`src/rtl/argmin_chunk_sched_if.sv`:
```
// ---------------------------------------------------------------------------
// argmin_chunk_sched_if
//   Bundles the three data paths of argmin_chunk_sched: the incoming cost
//   beats, the side port to the shared argmin_10 pipeline, and the result
//   stream.
//
//   Handshake semantics (in_* and out_* streams): a transfer happens on a
//   rising clk edge where valid && ready are both 1. A source holding valid
//   keeps its payload stable until the transfer. ready never depends on the
//   same stream's valid, so there are no combinational valid->ready loops.
//
//   Modports
//     slave  : the scheduler's view (consumes beats, produces results)
//     master : the environment's view (census stage, argmin_10, sink)
// ---------------------------------------------------------------------------
interface argmin_chunk_sched_if #(
  parameter int WIDTH  = 32,
  parameter int CHUNKS = 4,
  parameter int IDX_W  = $clog2(10 * CHUNKS)
);
  logic                  in_valid;
  logic                  in_ready;
  logic [10*WIDTH-1:0]   in_costs;
  logic [10*WIDTH-1:0]   am_inp;
  logic [WIDTH-1:0]      am_outp;
  logic [4:0]            am_addr;
  logic                  out_valid;
  logic                  out_ready;
  logic [WIDTH-1:0]      out_cost;
  logic [IDX_W-1:0]      out_idx;

  modport slave (
    input  in_valid, in_costs, am_outp, am_addr, out_ready,
    output in_ready, am_inp, out_valid, out_cost, out_idx
  );

  modport master (
    output in_valid, in_costs, am_outp, am_addr, out_ready,
    input  in_ready, am_inp, out_valid, out_cost, out_idx
  );
endinterface

```
`src/rtl/argmin_chunk_sched.sv`:
```
// ---------------------------------------------------------------------------
// argmin_chunk_sched
//   Runs a 10*CHUNKS-candidate disparity cost search through a shared
//   10-lane pipelined argmin_10. Each pixel arrives as CHUNKS beats of ten
//   costs; every beat is registered onto am_inp, a tag follows it through
//   the argmin latency, the per-beat winners are folded into one global
//   (min cost, index), and finished pixels land in a small result FIFO.
//   Credits (pixels started + FIFO occupancy) keep the FIFO from ever
//   overflowing while the output is back-pressured.
//
// Ports
//   clk            rising-edge clock
//   rst            synchronous active-high reset (also resets argmin_10)
//   bus.in_*       cost beat stream (in_costs lane k at [k*WIDTH +: WIDTH])
//   bus.am_inp     registered beat costs to argmin_10
//   bus.am_outp    argmin_10 minimum cost, ARGMIN_LAT after am_inp
//   bus.am_addr    argmin_10 winning lane 0..9
//   bus.out_*      result stream: out_cost, out_idx = chunk*10 + lane
// ---------------------------------------------------------------------------
module argmin_chunk_sched #(
  parameter int WIDTH      = 32,
  parameter int CHUNKS     = 4,
  parameter int ARGMIN_LAT = 4,
  parameter int FIFO_DEPTH = 4,
  parameter int IDX_W      = $clog2(10 * CHUNKS)
) (
  input  logic                 clk,
  input  logic                 rst,
  argmin_chunk_sched_if.slave  bus
);

  localparam int CW = (CHUNKS > 1) ? $clog2(CHUNKS) : 1;
  localparam int PW = (FIFO_DEPTH > 1) ? $clog2(FIFO_DEPTH) : 1;
  localparam int NW = $clog2(FIFO_DEPTH + 1);

  localparam logic [CW-1:0] LAST_BEAT = CW'(CHUNKS - 1);
  localparam logic [NW-1:0] FULL_LVL  = NW'(FIFO_DEPTH);
  localparam logic [PW-1:0] PTR_LAST  = PW'(FIFO_DEPTH - 1);

  typedef struct packed {
    logic          vld;
    logic          first;
    logic          last;
    logic [CW-1:0] chunk;
  } tag_t;

  // ---- state ----
  logic [CW-1:0]       r_bcnt;
  logic [NW-1:0]       r_cred;
  logic [10*WIDTH-1:0] r_am_inp;
  tag_t                r_tag [0:ARGMIN_LAT];
  logic [WIDTH-1:0]    r_acc_cost;
  logic [IDX_W-1:0]    r_acc_idx;
  logic [WIDTH-1:0]    r_mem_cost [0:FIFO_DEPTH-1];
  logic [IDX_W-1:0]    r_mem_idx  [0:FIFO_DEPTH-1];
  logic [PW-1:0]       r_wptr;
  logic [PW-1:0]       r_rptr;
  logic [NW-1:0]       r_count;

  // ---- combinational ----
  logic             w_in_ready;
  logic             w_accept;
  logic             w_first;
  logic             w_last;
  logic             w_out_valid;
  logic             w_pop;
  tag_t             w_tag_in;
  tag_t             w_tag_out;
  logic [IDX_W-1:0] w_cand_idx;
  logic             w_take;
  logic [WIDTH-1:0] w_new_cost;
  logic [IDX_W-1:0] w_new_idx;
  logic             w_push;

  function automatic logic [PW-1:0] ptr_inc(input logic [PW-1:0] p);
    return (p == PTR_LAST) ? '0 : p + 1'b1;
  endfunction

  // A pixel already started is never stalled for credit; only a first beat
  // needs a free credit. rst forces ready low so nothing is taken in reset.
  assign w_first    = (r_bcnt == '0);
  assign w_last     = (r_bcnt == LAST_BEAT);
  assign w_in_ready = !rst && (!w_first || (r_cred < FULL_LVL));
  assign w_accept   = bus.in_valid && w_in_ready;

  assign w_out_valid = (r_count != '0);
  assign w_pop       = w_out_valid && bus.out_ready;

  always_comb begin
    w_tag_in       = '0;
    w_tag_in.vld   = w_accept;
    w_tag_in.first = w_first;
    w_tag_in.last  = w_last;
    w_tag_in.chunk = r_bcnt;
  end

  // The tag leaving the last stage lines up with am_outp/am_addr: one cycle
  // for the am_inp register plus ARGMIN_LAT cycles inside argmin_10.
  assign w_tag_out  = r_tag[ARGMIN_LAT];
  assign w_cand_idx = IDX_W'(w_tag_out.chunk) * IDX_W'(10) + IDX_W'(bus.am_addr);

  // Strict compare: on a tie the earlier chunk (lower index) is kept.
  assign w_take     = w_tag_out.first || (bus.am_outp < r_acc_cost);
  assign w_new_cost = w_take ? bus.am_outp : r_acc_cost;
  assign w_new_idx  = w_take ? w_cand_idx  : r_acc_idx;
  assign w_push     = w_tag_out.vld && w_tag_out.last;

  always_ff @(posedge clk) begin
    if (rst) begin
      r_bcnt     <= '0;
      r_cred     <= '0;
      r_am_inp   <= '0;
      r_acc_cost <= '0;
      r_acc_idx  <= '0;
      r_wptr     <= '0;
      r_rptr     <= '0;
      r_count    <= '0;
      for (int i = 0; i <= ARGMIN_LAT; i++) begin
        r_tag[i] <= '0;
      end
    end else begin
      if (w_accept) begin
        r_am_inp <= bus.in_costs;
        r_bcnt   <= w_last ? '0 : r_bcnt + 1'b1;
      end

      r_tag[0] <= w_tag_in;
      for (int i = 1; i <= ARGMIN_LAT; i++) begin
        r_tag[i] <= r_tag[i-1];
      end

      case ({w_accept && w_first, w_pop})
        2'b10:   r_cred <= r_cred + 1'b1;
        2'b01:   r_cred <= r_cred - 1'b1;
        default: r_cred <= r_cred;
      endcase

      if (w_tag_out.vld) begin
        r_acc_cost <= w_new_cost;
        r_acc_idx  <= w_new_idx;
      end

      if (w_push) r_wptr <= ptr_inc(r_wptr);
      if (w_pop)  r_rptr <= ptr_inc(r_rptr);

      case ({w_push, w_pop})
        2'b10:   r_count <= r_count + 1'b1;
        2'b01:   r_count <= r_count - 1'b1;
        default: r_count <= r_count;
      endcase

      // Credits make a push into a full, non-draining FIFO impossible.
      assert (!(w_push && (r_count == FULL_LVL) && !w_pop));
    end
  end

  // Storage needs no reset: the outputs are gated by out_valid.
  always_ff @(posedge clk) begin
    if (!rst && w_push) begin
      r_mem_cost[r_wptr] <= w_new_cost;
      r_mem_idx[r_wptr]  <= w_new_idx;
    end
  end

  assign bus.in_ready  = w_in_ready;
  assign bus.am_inp    = r_am_inp;
  assign bus.out_valid = w_out_valid;
  assign bus.out_cost  = w_out_valid ? r_mem_cost[r_rptr] : '0;
  assign bus.out_idx   = w_out_valid ? r_mem_idx[r_rptr]  : '0;

endmodule

```
`src/flat_wrapper.sv`:
```
// flat-port wrapper written by rule: the top's interface ports become plain ports
module argmin_chunk_sched_flat 
#(
  parameter int WIDTH      = 32,
  parameter int CHUNKS     = 4,
  parameter int ARGMIN_LAT = 4,
  parameter int FIFO_DEPTH = 4,
  parameter int IDX_W      = $clog2(10 * CHUNKS)
)
  (clk, rst, bus_in_valid, bus_in_costs, bus_am_outp, bus_am_addr, bus_out_ready, bus_in_ready, bus_am_inp, bus_out_valid, bus_out_cost, bus_out_idx);
  argmin_chunk_sched_if #(.WIDTH(WIDTH), .CHUNKS(CHUNKS), .IDX_W(IDX_W)) bus_i ();
  input  logic clk;
  input  logic rst;
  input wire logic [$bits(bus_i.in_valid)-1:0] bus_in_valid;
  input wire logic [$bits(bus_i.in_costs)-1:0] bus_in_costs;
  input wire logic [$bits(bus_i.am_outp)-1:0] bus_am_outp;
  input wire logic [$bits(bus_i.am_addr)-1:0] bus_am_addr;
  input wire logic [$bits(bus_i.out_ready)-1:0] bus_out_ready;
  output wire logic [$bits(bus_i.in_ready)-1:0] bus_in_ready;
  output wire logic [$bits(bus_i.am_inp)-1:0] bus_am_inp;
  output wire logic [$bits(bus_i.out_valid)-1:0] bus_out_valid;
  output wire logic [$bits(bus_i.out_cost)-1:0] bus_out_cost;
  output wire logic [$bits(bus_i.out_idx)-1:0] bus_out_idx;
  assign bus_i.in_valid = bus_in_valid;
  assign bus_i.in_costs = bus_in_costs;
  assign bus_i.am_outp = bus_am_outp;
  assign bus_i.am_addr = bus_am_addr;
  assign bus_i.out_ready = bus_out_ready;
  assign bus_in_ready = bus_i.in_ready;
  assign bus_am_inp = bus_i.am_inp;
  assign bus_out_valid = bus_i.out_valid;
  assign bus_out_cost = bus_i.out_cost;
  assign bus_out_idx = bus_i.out_idx;
  argmin_chunk_sched #(.WIDTH(WIDTH), .CHUNKS(CHUNKS), .ARGMIN_LAT(ARGMIN_LAT), .FIFO_DEPTH(FIFO_DEPTH), .IDX_W(IDX_W)) u_core (.clk(clk), .rst(rst), .bus(bus_i));
endmodule
```
`config.mk`:
```
export PLATFORM = sky130hd
export DESIGN_NAME = argmin_chunk_sched_flat
export DESIGN_NICKNAME = d
export VERILOG_FILES = /design/src/rtl/argmin_chunk_sched_if.sv /design/src/rtl/argmin_chunk_sched.sv /design/src/flat_wrapper.sv
export SDC_FILE = /design/constraint.sdc
export NUM_CORES = 1
export LEC_CHECK = 0
export ABC_AREA = 1
export CORE_AREA = 5 5 277 279
export DETAILED_ROUTE_END_ITERATION = 7
export DIE_AREA = 0 0 282 284
export GPL_TIMING_DRIVEN = 0
export PLACE_DENSITY = 0.67
export SLEW_MARGIN = 20
export SYNTH_ARGS = -nofsm -noshare
export SYNTH_HDL_FRONTEND = slang
export SYNTH_SLANG_ARGS = --single-unit
```
`constraint.sdc`:
```
create_clock -name clk -period 3.8 [get_ports clk]
set_input_delay 0.76 -clock clk [delete_from_list [all_inputs] [get_ports clk]]
set_output_delay 0.76 -clock clk [all_outputs]
set_load 0.02 [all_outputs]
```
---- Word level (Yosys, flattened, before mapping) ----
Memory sizes are Yosys's and may differ from the RTL's. A register that Yosys moved wholly into a read port is not among the register bits.
Index checks and enable logic that the tools add are counted.
storage, ports and cells
  memory bits (writable) .................. 177
  bits in registers ....................... 370
  memories ................................ 3
  output and inout bits ................... 360
  logic and storage cells ................. 71
  input bits .............................. 361
memories
  name               depth  width  rd ports  clocked after Yosys merged registers in  wr ports  RTL line                  text
  u_core.r_mem_cost  4      32     1         1                                        1         argmin_chunk_sched.sv:54  logic [WIDTH-1:0] r_mem_cost [0:FIFO_DEPTH-1];
  u_core.r_tag       5      5      5         0                                        5         argmin_chunk_sched.sv:51  tag_t r_tag [0:ARGMIN_LAT];
  u_core.r_mem_idx   4      6      1         1                                        1         argmin_chunk_sched.sv:55  logic [IDX_W-1:0] r_mem_idx [0:FIFO_DEPTH-1];
cells by class
  mux-type cells .......................... 23
  reductions and logical operators ........ 14
  magnitude comparators ................... 2
  $mul .................................... 1
  equal/unequal tests ..................... 7
  bitwise operators ....................... 5
  $add $sub $neg .......................... 8
operators with widths
  kind                 number
  $mux 32              2
  $lt 32x32->1         1
  $mux 5               5
  $mux 2               7
  $mux 6               2
  $pmux 3 s2           2
  $eq 2x2->1 const B   5
  $add 2x1->2 const B  3
  $add 3x1->3 const B  2
  $add 6x5->6          1
  $logic_and 1x1->1    6
  $sub 3x1->3 const B  2
  $mul 2x3->5 const B  1
  $mux 1               5
  $or 1x1->1           5
  $eq 2x1->1 const B   2
  $reduce_bool 2->1    2
  $lt 3x3->1 const B   1
  $reduce_bool 3->1    1
  $logic_not 1->1      2
  $logic_not 2->1      1
  $logic_or 1x1->1     2

---- Depth between registers and ports, before layout ----
  depth after elaboration ................. 8
  mapped depth ............................ 19
  depth with buffers taken out ............ 17

---- Least setup slack after synthesis ----
Ideal clock, no wire load.
  path type ............................... in2reg
  from .................................... in rst
  to ...................................... mem u_core.r_mem_cost[0][0], enable pin
  arrival ................................. 3278 ps
  path buffers ............................ 3
  path slack .............................. 88 ps
  library setup time ...................... 433 ps
  cell stages on the path ................. 6
  data required time ...................... 3367 ps
  cell sequence ........................... clkbuf_1 > inv_1 > clkbuf_1 > clkbuf_1 > nand3_1 > nor2_1
between the ends
  word-level cells in the longest chain between the ends .. 4
RTL lines
  what                          RTL line                   text
  start: declaration            flat_wrapper.sv:13         input logic rst;
  $logic_not 1->1               argmin_chunk_sched.sv:159  if (!rst && w_push) begin
  $logic_and 1x1->1             argmin_chunk_sched.sv:159
  $mux 1                        argmin_chunk_sched.sv:159
  $mux 1 (implied by the code)  argmin_chunk_sched.sv:160  r_mem_cost[r_wptr] <= w_new_cost;
  end: declaration              argmin_chunk_sched.sv:54
No other way between the ends.

==> flow_summary.html <==
<table>
<tr><th>Metric</th><th>Value</th></tr>
<tr><th colspan="2">Setup path</th></tr>
<tr><td>Critical Path Start Type</td><td>flip-flop</td></tr>
<tr><td>Required @ worst endpoint</td><td>3.04 ns</td></tr>
<tr><td>Kind of critical path</td><td>flip-flop to output port</td></tr>
<tr><td>CP cell instances</td><td>inv_1 &gt; clkbuf_1 &gt; clkbuf_1 &gt; nor2_1 &gt; o21ai_0 &gt; a21oi_1 &gt; clkdlybuf4s50_1</td></tr>
<tr><td>Worst path arrival time</td><td>2.90 ns</td></tr>
<tr><td>Cell family with the largest share of critical-path delay</td><td>buffers and inverters</td></tr>
<tr><td>Highest-delay cell along the critical path</td><td>sky130_fd_sc_hd__clkdlybuf4s50_1</td></tr>
<tr><td>Worst Setup End Kind</td><td>output port</td></tr>
<tr><td>Most common cell type on the critical path</td><td>sky130_fd_sc_hd__clkbuf_1</td></tr>
<tr><td>Buf+Inv Stages, Crit Path</td><td>4</td></tr>
<tr><td>Delay of the slowest critical-path stage</td><td>0.57 ns</td></tr>
<tr><td>Maximum fanout along the worst path</td><td>10</td></tr>
<tr><th colspan="2">Status</th></tr>
<tr><td>Outcome</td><td>completed</td></tr>
<tr><th colspan="2">Timing</th></tr>
<tr><td>Final period demand of the worst path</td><td>3.66 ns</td></tr>
<tr><td>Period utilisation layout</td><td>96.3%</td></tr>
<tr><td>Worst clock skew</td><td>0.0145 ns</td></tr>
<tr><td>Slew Limit Fails</td><td>0</td></tr>
<tr><td>Unrepaired setup endpoints after global routing</td><td>false</td></tr>
<tr><td>Final Hold Violating Endpoints</td><td>0</td></tr>
<tr><td>Worst relative slew slack</td><td>42.8%</td></tr>
<tr><td>Worst setup slack after layout</td><td>0.141 ns</td></tr>
<tr><td># setup viols final</td><td>0</td></tr>
<tr><td>Measured slew at the worst slew-check pin</td><td>0.859 ns</td></tr>
<tr><td>Highest clock frequency the design can meet</td><td>0.273 GHz</td></tr>
<tr><th colspan="2">Global route</th></tr>
<tr><td>Total global routing track utilization</td><td>21.6%</td></tr>
<tr><td>Largest net degree at the start of global routing</td><td>25</td></tr>
<tr><td>Via count of the first global-routing pass</td><td>18900</td></tr>
<tr><td>Initial antenna violation count</td><td>33</td></tr>
<tr><td>Wire length of the first global-routing pass</td><td>129 mm</td></tr>
<tr><td>Overflow after GRT</td><td>0</td></tr>
<tr><th colspan="2">Yosys</th></tr>
<tr><td>Net Count, Synth</td><td>2890</td></tr>
<tr><td>Number of flip-flops and latches in the synthesized netlist</td><td>549</td></tr>
<tr><td>Synthesis warning total</td><td>0</td></tr>
<tr><td>Cell accounting for the most synthesized area</td><td>sky130_fd_sc_hd__dfxtp_1</td></tr>
<tr><td>Distinct cells, synth</td><td>26</td></tr>
<tr><td>Compound-cell area share of the yosys netlist</td><td>12.3%</td></tr>
<tr><td>Sequential share of the synthesized area</td><td>59.3%</td></tr>
<tr><td>Leading post-synthesis cells by cell area</td><td>sky130_fd_sc_hd__dfxtp_1 38%, sky130_fd_sc_hd__edfxtp_1 22%, sky130_fd_sc_hd__nand2_1 14%</td></tr>
<tr><td>Simple-gate area share of the yosys netlist</td><td>19.7%</td></tr>
<tr><td>Area share of the largest cell type after synthesis</td><td>37.7%</td></tr>
<tr><td>Post-synthesis mux area share</td><td>0%</td></tr>
<tr><td>Combinational family with the most area after synthesis</td><td>simple AND/OR/NAND/NOR gates</td></tr>
<tr><td>Mean instance size in the synthesized netlist</td><td>8.50 um2</td></tr>
<tr><td>Post-Synthesis Cells</td><td>2482</td></tr>
<tr><td>Fraction of synthesized cell area in xor and xnor cells</td><td>0.0831%</td></tr>
<tr><td>Adder-cell area share of the yosys netlist</td><td>2.90%</td></tr>
<tr><td>Cell area after synthesis</td><td>0.0211 mm2</td></tr>
<tr><th colspan="2">Clocking</th></tr>
<tr><td>Number of H-tree branching levels</td><td>2</td></tr>
<tr><td>Root buffer selected by CTS</td><td>sky130_fd_sc_hd__clkbuf_16</td></tr>
<tr><td>Number of clock sinks seen by CTS</td><td>549</td></tr>
<tr><td>Clock slew seen by the registers of the worst setup and hold paths</td><td>0.06 ns</td></tr>
<tr><td>Hold Buf Count CTS</td><td>0</td></tr>
<tr><td>CTS buffer count</td><td>60</td></tr>
<tr><td>Clock latency reported for the late side of the worst-skew pair</td><td>0.63 ns</td></tr>
<tr><td>Clock tree from TritonCTS</td><td>built</td></tr>
<tr><td>Clock tree buffer depth</td><td>3</td></tr>
<tr><th colspan="2">Final layout</th></tr>
<tr><td>Top library cells by usage in the layout, fill and taps aside</td><td>785 x sky130_fd_sc_hd__nand2_1, 715 x sky130_fd_sc_hd__clkdlybuf4s50_1, 410 x sky130_fd_sc_hd__o21ai_0</td></tr>
<tr><td>Post-route cell area</td><td>0.0318 mm2</td></tr>
<tr><td>Most common library cell in the layout ignoring fill and taps</td><td>sky130_fd_sc_hd__nand2_1</td></tr>
<tr><td>Post-route core utilization</td><td>43.0%</td></tr>
<tr><td>Fraction of layout instances using a drive strength above 1</td><td>5.33%</td></tr>
<tr><td>Final layout net count</td><td>3677</td></tr>
<tr><td>Area growth from synthesis to layout</td><td>50.8%</td></tr>
<tr><th colspan="2">Placed design</th></tr>
<tr><td>DP Area</td><td>0.0297 mm2</td></tr>
<tr><td>Port buffer count</td><td>719</td></tr>
<tr><td>Detailed placer's ending HPWL</td><td>71.2 mm</td></tr>
<tr><td>Minimum setup slack after placement</td><td>-0.279 ns</td></tr>
<tr><td>Final estimated routing congestion in global placement</td><td>0.892</td></tr>
<tr><th colspan="2">Floorplanning</th></tr>
<tr><td>Initial core utilization</td><td>28.5%</td></tr>
<tr><td>Row cnt</td><td>100</td></tr>
<tr><td>Core area</td><td>0.0739 mm2</td></tr>
<tr><td>Die height</td><td>284 um</td></tr>
<tr><td>Top-level I/O count</td><td>721</td></tr>
<tr><td>Die Area</td><td>0.0801 mm2</td></tr>
<tr><td>Die X-Extent</td><td>282 um</td></tr>
<tr><th colspan="2">Routing</th></tr>
<tr><td>First-pass DRT Iterations</td><td>5</td></tr>
<tr><td>Final routed wirelength across all metal layers</td><td>90.7 mm</td></tr>
<tr><td>Count of routing violations after the opening detailed-route iteration</td><td>1796</td></tr>
<tr><td>Average wire per cell in the routed design</td><td>21.1 um</td></tr>
<tr><td>Avg Vias per Cell</td><td>4.57</td></tr>
<tr><td>Number of routed nets with antenna violations</td><td>0</td></tr>
<tr><td>Via count</td><td>19700</td></tr>
<tr><td>DRC viols</td><td>0</td></tr>
<tr><th colspan="2">Run</th></tr>
<tr><td>Max-capacitance violation count</td><td>0</td></tr>
<tr><th colspan="2">Pwr</th></tr>
<tr><td>Worst ir drop on vdd</td><td>0.350 mV</td></tr>
<tr><td>Power per standard cell area</td><td>455 mW/mm2</td></tr>
<tr><td>Leakage power of the design</td><td>12.1 nW</td></tr>
<tr><th colspan="2">Worst hold path</th></tr>
<tr><td>Path type of the worst min-delay path</td><td>flip-flop to flip-flop</td></tr>
</table>
-- layer usage --
metal / up-vias / wire [um] / GRT usage, %
met5: - / 68 / 0
met4: 8 / 1480 / 4.66
met3: 111 / 9850 / 7.78
met2: 771 / 43000 / 35.5
met1: 9131 / 36300 / 27.4
li1: 9676 / - / -
-- synthesized netlist by cell type --
library cell and n:
sky130_fd_sc_hd__nor3_1 3, sky130_fd_sc_hd__ha_1 44, sky130_fd_sc_hd__clkbuf_1 104, sky130_fd_sc_hd__nand2_1 785, sky130_fd_sc_hd__nand2_2 1, sky130_fd_sc_hd__dfxtp_1 397, sky130_fd_sc_hd__and2_1 1, sky130_fd_sc_hd__a211oi_1 1
sky130_fd_sc_hd__inv_1 127, sky130_fd_sc_hd__xor2_1 1, sky130_fd_sc_hd__nor2_1 205, sky130_fd_sc_hd__buf_6 5, sky130_fd_sc_hd__fa_1 3, sky130_fd_sc_hd__o211a_1 1, sky130_fd_sc_hd__xnor2_1 1, sky130_fd_sc_hd__buf_2 48
sky130_fd_sc_hd__edfxtp_1 152, sky130_fd_sc_hd__buf_1 7, sky130_fd_sc_hd__o21a_1 1, sky130_fd_sc_hd__o211ai_1 1, sky130_fd_sc_hd__buf_4 1, sky130_fd_sc_hd__nand3_1 80, sky130_fd_sc_hd__o31ai_1 2, sky130_fd_sc_hd__nand4_1 3
sky130_fd_sc_hd__a21oi_1 98, sky130_fd_sc_hd__o21ai_0 410
-- power by group --
| group | total [mW] | internal [mW] | switching [mW] | leakage (nW) |
|---|---|---|---|---|
| clock network | 5.97 | 3.43 | 2.54 | 0.997 |
| logic | 2.03 | 0.939 | 1.10 | 6.47 |
| registers | 6.46 | 6.30 | 0.163 | 4.66 |
| total | 14.5 | 10.7 | 3.80 | 12.1 |
-- per-stage QoR --
stage                     total power, mW  instances  hold slack (ns)  TNS [ns]
final                                14.5       4306            0.395         0
after detailed placement             8.60       4177            0.392    -20.39
after global routing                 15.0       4298            0.419         0
after CTS                            14.6       4291            0.395         0
after floorplan                      7.35       2482            0.388         0
after global placement               8.60       4170            0.391   -321.51
-- flip-flops by register name, summed over array words and instances, names as in the netlist, named ones only --
signal	flops
u_core.bus.am_inp	320
u_core.r_cred	3
u_core.r_rptr	2
u_core.r_mem_cost	128
u_core.r_mem_idx	24
u_core.r_count	3
u_core.r_acc_idx	6
u_core.r_bcnt	2
u_core.r_tag	25
u_core.r_wptr	2
u_core.r_acc_cost	32
-- worst reg2reg max path: stages, from the launching register on --
cell	delay [ns]
sky130_fd_sc_hd__dfxtp_1	0.33
sky130_fd_sc_hd__inv_1	0.08
sky130_fd_sc_hd__ha_1	0.23
sky130_fd_sc_hd__a21oi_1	0.49
sky130_fd_sc_hd__and2_1	0.23
sky130_fd_sc_hd__buf_2	0.19
sky130_fd_sc_hd__buf_2	0.27
sky130_fd_sc_hd__buf_2	0.27
sky130_fd_sc_hd__nand2_1	0.09
sky130_fd_sc_hd__ha_1	0.18
sky130_fd_sc_hd__inv_1	0.09
sky130_fd_sc_hd__fa_1	0.41
sky130_fd_sc_hd__nor2_1	0.10
sky130_fd_sc_hd__a21oi_1	0.05
sky130_fd_sc_hd__nor2_1	0.08
-- worst paths after layout --
kind | startpoint | endpoint | slack, ns | cells past startpoint
max | flip-flop | bus_out_cost[13] | 0.14 | 7
min | u_core.r_tag[0][14] | u_core.r_tag[0][19] | 0.39 | 2
max reg2reg | u_core.r_bcnt[0] | u_core.r_cred[1] | 0.66 | 14
min reg2reg | u_core.r_tag[0][14] | u_core.r_tag[0][19] | 0.39 | 2
-- layout make-up --
cell class	count	area, um2
repair buffers	726	7390
clock inverters	38	392
clock buffers	76	1640
diodes	16	40.0
inverters	127	477
flip-flops and latches	549	12500
well taps	969	1210
multi-input cells	1641	7410
fillers	7187	42100
plain buffers	164	732
-- logic make-up after synthesis --
kind of cell,Yosys count
buffers and inverters,292
AOI/OAI and AO/OA,514
DFF,549
adders and majority gates,47
and+or+nand+nor,1078
xor gates and xnor gates,2
-- repair_timing --
action,4_1_cts,5_1_grt
setup endpoints to repair,38,30
setup buffers,0,0
resized for setup,9,11
Power figures use the tool's default switching activity.
